==> config.mk <==
export PLATFORM = sky130hd
export DESIGN_NAME = lock_seq_ctrl
export DESIGN_NICKNAME = d
export VERILOG_FILES = /design/src/rtl/lock_pkg.sv /design/src/rtl/button_edge.sv /design/src/rtl/lock_seq_ctrl.sv
export SDC_FILE = /design/constraint.sdc
export NUM_CORES = 1
export LEC_CHECK = 0
export CORE_MARGIN = 2
export CORE_UTILIZATION = 59
export CTS_BUF_LIST = sky130_fd_sc_hd__clkbuf_16
export CTS_CLUSTER_SIZE = 24
export DETAILED_ROUTE_END_ITERATION = 8
export GPL_ROUTABILITY_DRIVEN = 0
export HOLD_SLACK_MARGIN = 0.15
export PLACE_DENSITY = 0.79
export SYNTH_ARGS = -nofsm -noshare
export SYNTH_HDL_FRONTEND = slang
export SYNTH_HIERARCHICAL = 1
export SYNTH_SLANG_ARGS = --single-unit
==> constraint.sdc <==
create_clock -name clk -period 2.7 [get_ports clk]
set_input_delay 0.675 -clock clk [delete_from_list [all_inputs] [get_ports clk]]
set_output_delay 0.675 -clock clk [all_outputs]
set_load 0.005 [all_outputs]
==> src/rtl/lock_pkg.sv <==
// Shared types and width helpers for the lock-sequence controller.
package lock_pkg;

  typedef enum logic [2:0] {
    IDLE,
    ENTRY,
    COMPARE,
    UNLOCKED,
    STORE_ENTRY,
    LOCKOUT
  } lock_state_t;

  // The timer is loaded with (cycles - 1), so clog2 of the largest period is enough.
  function automatic int timer_width(input int a, input int b, input int c);
    int m;
    m = a;
    if (b > m) m = b;
    if (c > m) m = c;
    return (m <= 1) ? 1 : $clog2(m);
  endfunction

  function automatic int count_width(input int n);
    return (n < 1) ? 1 : $clog2(n + 1);
  endfunction

endpackage

==> src/rtl/button_edge.sv <==
// Registered rising-edge detector for one debounced button level.
module button_edge (
  input  logic clk,
  input  logic system_reset_n,
  input  logic level,
  output logic rise
);

  logic prev_reg;

  // prev resets high so a button held through reset never produces an event
  always_ff @(posedge clk or negedge system_reset_n) begin
    if (!system_reset_n) begin
      prev_reg <= 1'b1;
      rise     <= 1'b0;
    end else begin
      prev_reg <= level;
      rise     <= level & ~prev_reg;
    end
  end

endmodule

==> src/rtl/lock_seq_ctrl.sv <==
// Lock-sequence controller: code entry, internal compare, unlock/lockout timing
// and code change, all driven by one shared down-counter.
module lock_seq_ctrl
  import lock_pkg::*;
#(
  parameter int                               CODE_DIGITS    = 4,
  parameter int                               DIGIT_W        = 4,
  parameter logic [CODE_DIGITS*DIGIT_W-1:0]   DEFAULT_CODE   = 16'h1234,
  parameter int                               MAX_ATTEMPTS   = 3,
  parameter int                               UNLOCK_CYCLES  = 1000,
  parameter int                               LOCKOUT_CYCLES = 5000,
  parameter int                               ENTRY_TIMEOUT  = 2000
) (
  input  logic                                clk,
  input  logic                                system_reset_n,
  input  logic                                input_button,
  input  logic                                store_button,
  input  logic                                submit_button,
  input  logic [DIGIT_W-1:0]                  digit_in,
  output logic                                unlock,
  output logic                                locked_out,
  output logic                                entering,
  output logic                                store_mode,
  output logic [$clog2(CODE_DIGITS+1)-1:0]    digit_count,
  output logic [$clog2(MAX_ATTEMPTS+1)-1:0]   attempts_left,
  output logic                                fail_pulse,
  output logic                                store_done,
  output logic                                store_err
);

  localparam int CW = CODE_DIGITS * DIGIT_W;
  localparam int NW = count_width(CODE_DIGITS);
  localparam int AW = $clog2(MAX_ATTEMPTS + 1);
  localparam int TW = timer_width(UNLOCK_CYCLES, LOCKOUT_CYCLES, ENTRY_TIMEOUT);

  localparam logic [TW-1:0] UNLOCK_LOAD  = TW'(UNLOCK_CYCLES - 1);
  localparam logic [TW-1:0] LOCKOUT_LOAD = TW'(LOCKOUT_CYCLES - 1);
  localparam logic [TW-1:0] ENTRY_LOAD   = TW'(ENTRY_TIMEOUT - 1);
  localparam logic [NW-1:0] FULL_COUNT   = NW'(CODE_DIGITS);
  localparam logic [AW-1:0] ATT_MAX      = AW'(MAX_ATTEMPTS);

  // bit 0 input, bit 1 store, bit 2 submit
  logic [2:0] btn_level;
  logic [2:0] btn_rise;

  assign btn_level = {submit_button, store_button, input_button};

  for (genvar gi = 0; gi < 3; gi++) begin : g_btn
    button_edge u_edge (
      .clk            (clk),
      .system_reset_n (system_reset_n),
      .level          (btn_level[gi]),
      .rise           (btn_rise[gi])
    );
  end

  logic submit_acc;
  logic store_acc;
  logic input_acc;

  assign submit_acc = btn_rise[2];
  assign store_acc  = btn_rise[1] & ~btn_rise[2];
  assign input_acc  = btn_rise[0] & ~btn_rise[1] & ~btn_rise[2];

  lock_state_t     state_reg;
  logic [CW-1:0]   code_reg;
  logic [CW-1:0]   entry_reg;
  logic            ovf_reg;
  logic [TW-1:0]   timer_reg;
  logic            entry_full;
  logic            code_match;

  assign entry_full = (digit_count == FULL_COUNT) && !ovf_reg;
  assign code_match = entry_full && (entry_reg == code_reg);

  always_ff @(posedge clk or negedge system_reset_n) begin
    if (!system_reset_n) begin
      state_reg     <= IDLE;
      code_reg      <= DEFAULT_CODE;
      entry_reg     <= '0;
      ovf_reg       <= 1'b0;
      timer_reg     <= '0;
      digit_count   <= '0;
      attempts_left <= ATT_MAX;
      unlock        <= 1'b0;
      locked_out    <= 1'b0;
      entering      <= 1'b0;
      store_mode    <= 1'b0;
      fail_pulse    <= 1'b0;
      store_done    <= 1'b0;
      store_err     <= 1'b0;
    end else begin
      fail_pulse <= 1'b0;
      store_done <= 1'b0;
      store_err  <= 1'b0;

      case (state_reg)
        IDLE: begin
          if (input_acc) begin
            entry_reg   <= CW'(digit_in);
            digit_count <= NW'(1);
            ovf_reg     <= 1'b0;
            timer_reg   <= ENTRY_LOAD;
            entering    <= 1'b1;
            state_reg   <= ENTRY;
          end
        end

        ENTRY, STORE_ENTRY: begin
          if (submit_acc) begin
            entering   <= 1'b0;
            store_mode <= 1'b0;
            if (state_reg == ENTRY) begin
              state_reg <= COMPARE;
            end else begin
              if (entry_full) begin
                code_reg   <= entry_reg;
                store_done <= 1'b1;
              end else begin
                store_err <= 1'b1;
              end
              entry_reg   <= '0;
              digit_count <= '0;
              ovf_reg     <= 1'b0;
              state_reg   <= IDLE;
            end
          end else if (input_acc) begin
            entry_reg <= (entry_reg << DIGIT_W) | CW'(digit_in);
            if (digit_count == FULL_COUNT) ovf_reg <= 1'b1;
            else                           digit_count <= digit_count + NW'(1);
            timer_reg <= ENTRY_LOAD;
          end else if (timer_reg == '0) begin
            // an abandoned plain entry is silent; an abandoned code change reports an error
            store_err   <= (state_reg == STORE_ENTRY);
            entry_reg   <= '0;
            digit_count <= '0;
            ovf_reg     <= 1'b0;
            entering    <= 1'b0;
            store_mode  <= 1'b0;
            state_reg   <= IDLE;
          end else begin
            timer_reg <= timer_reg - TW'(1);
          end
        end

        COMPARE: begin
          if (code_match) begin
            unlock        <= 1'b1;
            attempts_left <= ATT_MAX;
            timer_reg     <= UNLOCK_LOAD;
            state_reg     <= UNLOCKED;
          end else begin
            fail_pulse <= 1'b1;
            if (attempts_left == AW'(1)) begin
              attempts_left <= '0;
              locked_out    <= 1'b1;
              timer_reg     <= LOCKOUT_LOAD;
              state_reg     <= LOCKOUT;
            end else begin
              attempts_left <= attempts_left - AW'(1);
              state_reg     <= IDLE;
            end
          end
          entry_reg   <= '0;
          digit_count <= '0;
          ovf_reg     <= 1'b0;
        end

        UNLOCKED: begin
          if (submit_acc) begin
            unlock    <= 1'b0;
            state_reg <= IDLE;
          end else if (store_acc) begin
            unlock     <= 1'b0;
            entering   <= 1'b1;
            store_mode <= 1'b1;
            timer_reg  <= ENTRY_LOAD;
            state_reg  <= STORE_ENTRY;
          end else if (timer_reg == '0) begin
            unlock    <= 1'b0;
            state_reg <= IDLE;
          end else begin
            timer_reg <= timer_reg - TW'(1);
          end
        end

        LOCKOUT: begin
          if (timer_reg == '0) begin
            locked_out    <= 1'b0;
            attempts_left <= ATT_MAX;
            state_reg     <= IDLE;
          end else begin
            timer_reg <= timer_reg - TW'(1);
          end
        end

        default: state_reg <= IDLE;
      endcase
    end
  end

endmodule
==> metrics.md, run 1 <==
| Metric | Value |
|---|---|
| Vias in the first global route | 2548 |
| RR Endpoint | timer_reg[2] |
| First-pass GRT wire length | 12.3 mm |
| Clock sinks | 67 |
| N_diodes | 0 |
| Synth cell count leaders | 57 x dfrtp_1, 29 x nor2_1, 23 x o21ai_0, 21 x nand2_1, 17 x xor2_1 |
| Max H-tree Level | 3 |
| Die height | 81.1 um |
| Initial DRC Count | 292 |
| Crit path largest cell delay | 0.61 ns |
| DP HPWL | 4.69 mm |
| Max Slew Vio Count | 0 |
| Largest net degree at the start of global routing | 68 |
| CP Launch Point | g_btn[2].u_edge/rise |
| CTS Hold Buffers Added | 0 |
| Register area | 1690 sq um |
| Routed Antenna Nets | 0 |
| CTS tree | yes |
| Top cell type's share of synthesized area | 40.7% |
| CP max stage cell | dfrtp_1 |
| Area Growth Syn to Fin | 16.8% |
| Post-CTS setup buffers | 0 |
| Number of flops mapped to enable cells by yosys | 0 |
| Count leader, synth | dfrtp_1 |
| Leakage | 1.85 nW |
| Path depth of the worst reg2reg path | 6 |
| Final min period | 2.41 ns |
| Mapped Area | 3510 sq um |
| Cell Area, Placed | 3790 sq um |
| Max Root-Sink Buffers | 2 |
| Syn_area_per_cell | 10.3 sq um |
| Reg clk slew, reported paths | 0.06 ns |
| Worst endpoint data arrival time | 2.60 ns |
| Post-synthesis instance total | 340 |
| Drt total wl | 7.43 mm |
| DR vias/cell | 6.23 |
| Initial antenna violation count | 0 |
| Crit Path Class | reg -> reg |
| Final hold viol count | 0 |
| Worst hold path type | in -> async |
| Root Driver | clkbuf_16 |
| CORE AREA | 5820 sq um |
| GRT Overall Usage | 24.6% |
| Most area-consuming cells after synthesis | dfrtp_1 41%, dfstp_2 7.5%, mux2_2 4.8%, xor2_1 4.2%, o21ai_0 3.3% |
| Worst Path Max Fanout | 19 |
| Drt drc | 0 |
| Top cell type by total area after synthesis | dfrtp_1 |
| Wire per inst | 16.7 um |
| Row count | 28 |
| Cell variety after synth | 57 |
| Die Span X | 81.1 um |
| Critical Path RT | 2.89 ns |
| Status | finished clean |
| # setup viols final | 0 |
| PortBufs | 20 |
| Post-synth net total | 353 |
| Max cap viols | 0 |
| Worst R2R Start | g_btn[2].u_edge/rise |
| Finished layout cell area | 4100 sq um |
| Initial Util | 60.3% |
| Final worst clock skew | 0.00749 ns |
| Area of the multi-input gates | 1710 sq um |
| Slew @ Worst Pin | 1.15 ns |
| Post-synthesis register bit count | 67 |
| NumNets Final | 378 |
| Crit start category | flip-flop |
| Worst Setup EP | timer_reg[2] |
| Final Cycle Share | 89.4% |
| Clock Latency Late Sink | 0.33 ns |
| Crit path cell chain | or3b_4, a31oi_2, o211ai_1, o21a_4, o21ai_0, o21ai_1 |
| RSZ-0062 raised after global routing | no |
| Hold slack | 0.352 ns |
| Die ar. | 6570 sq um |
| Layout cells sized above 1 | 17.0% |
| Worst VDD drop | 0.611 mV |
| Post-CTS Resized | 0 |
| R2R Setup Slk | 0.29 ns |
| TritonCTS buffer count | 9 |
| Achievable Freq | 414 MHz |
| Yosys warning count | 6 |
| Io pins | 21 |
| Grt total ovfl | 0 |
| PD cells | 1060 nW/um^2 |
| Main synth FF type | dfrtp_1 |
| Vias | 2771 |
| Seq/Total Area, Yosys | 48.2% |
| First-pass DRT Iterations | 5 |
| CP Capture Type | flip-flop |
| Post-synth ARST share | 100% |
| Relative slew slack | 22.6% |
| Number of fill cells | 427 |
| Setup TNS | 0 ns |
## where the power goes
part / switching, mW / leakage [nW] / internal [mW]
sequential: 0.294 / 0.850 / 1.26
combinational: 0.942 / 0.859 / 0.720
clock: 0.425 / 0.144 / 0.710
total: 1.66 / 1.85 / 2.69
## per-layer routing
metal	vias up	GRT usage (%)	share of wire, %
met2	127	35.0	46
met1	1334	36.4	46
met3	11	5.78	6.6
met5	-	0	0
li1	1299	-	-
met4	0	9.83	1.2
## cell usage in the layout (no fill, tap or decap), types with 2 or more instances in the layout
cell type,Yosys,routed
a211o_1,2,2
a211oi_1,2,2
a21oi_1,15,15
a22o_1,13,13
a2bb2oi_1,2,2
a31oi_1,4,4
a32oi_1,2,2
buf_4,0,7
clkbuf_16,0,9
clkdlybuf4s50_1,0,19
clkinv_1,0,2
clkinv_4,0,3
dfrtp_1,57,57
dfstp_2,10,10
ha_1,4,4
inv_1,11,11
mux2_2,15,15
nand2_1,21,21
nand2b_1,8,8
nand3_1,6,6
nor2_1,29,29
nor2b_1,4,4
nor2b_4,3,3
nor3_1,13,13
nor4_1,5,5
o211ai_1,4,4
o21a_4,2,2
o21ai_0,23,23
o21ai_1,16,16
o22a_1,4,4
o22ai_1,3,3
o31ai_1,3,3
o32a_1,2,2
or3_1,2,2
xor2_1,17,17
## stage by stage
step / power (mW) / util, % / setup WS [ns] / cells
finish: 4.35 / 70.4 / 0.286 / 445
global route: 4.65 / 70.4 / 0.132 / 445
floorplan: 2.72 / - / 0.712 / 340
global placement: 3.12 / 65.1 / 0.165 / 428
detailed placement: 3.16 / 65.1 / 0.114 / 428
CTS: 4.32 / 70.2 / 0.0964 / 444
## critical path, delay by kind of cell (launching register included)
kind | cells | cell delay [ns]
flip-flops | 1 | 0.61
AND/OR/NAND/NOR | 1 | 0.57
AO/OA/AOI/OAI | 5 | 1.09
## how the worst min path moves through the flow
stage | start | end | cells after the start
final | system_reset_n | code_reg[8] | 2
after global routing | system_reset_n | code_reg[8] | 2
after CTS | system_reset_n | code_reg[8] | 2
after detailed placement | locked_out | locked_out | 2
after global placement | ovf_reg | ovf_reg | 2
after floorplan | system_reset_n | code_reg[0] | 0
## cells by family after synthesis
kind of cell | share of synthesized area, %
buffers and inverters | 3.50
and+or+nand+nor | 14.8
DFF | 48.2
adders and majority gates | 1.43
xor gates and xnor gates | 4.50
muxes | 5.42
AOI/OAI and AO/OA | 22.2
## layout make-up
type / count / share of cell area (%)
inverters: 11 / 1.01
clock buffers: 9 / 5.50
repair buffers: 28 / 6.54
well taps: 75 / 2.29
clock inverters: 7 / 1.68
multi-input cells: 248 / 41.8
flip-flops and latches: 67 / 41.2
(Power assumes the default switching activity.)
==> run 2, diff against run 1 <==
Settings changed: SKIP_LAST_GASP set to 1.
==> results of run 2 <==
No change in the layout: final DEF, timing and power equal those of run 1.
==> run 3, diff against run 2 <==
Settings changed: SKIP_CTS_REPAIR_TIMING set to 1.
==> results of run 3 <==
No change in the layout: final DEF, timing and power equal those of run 1.
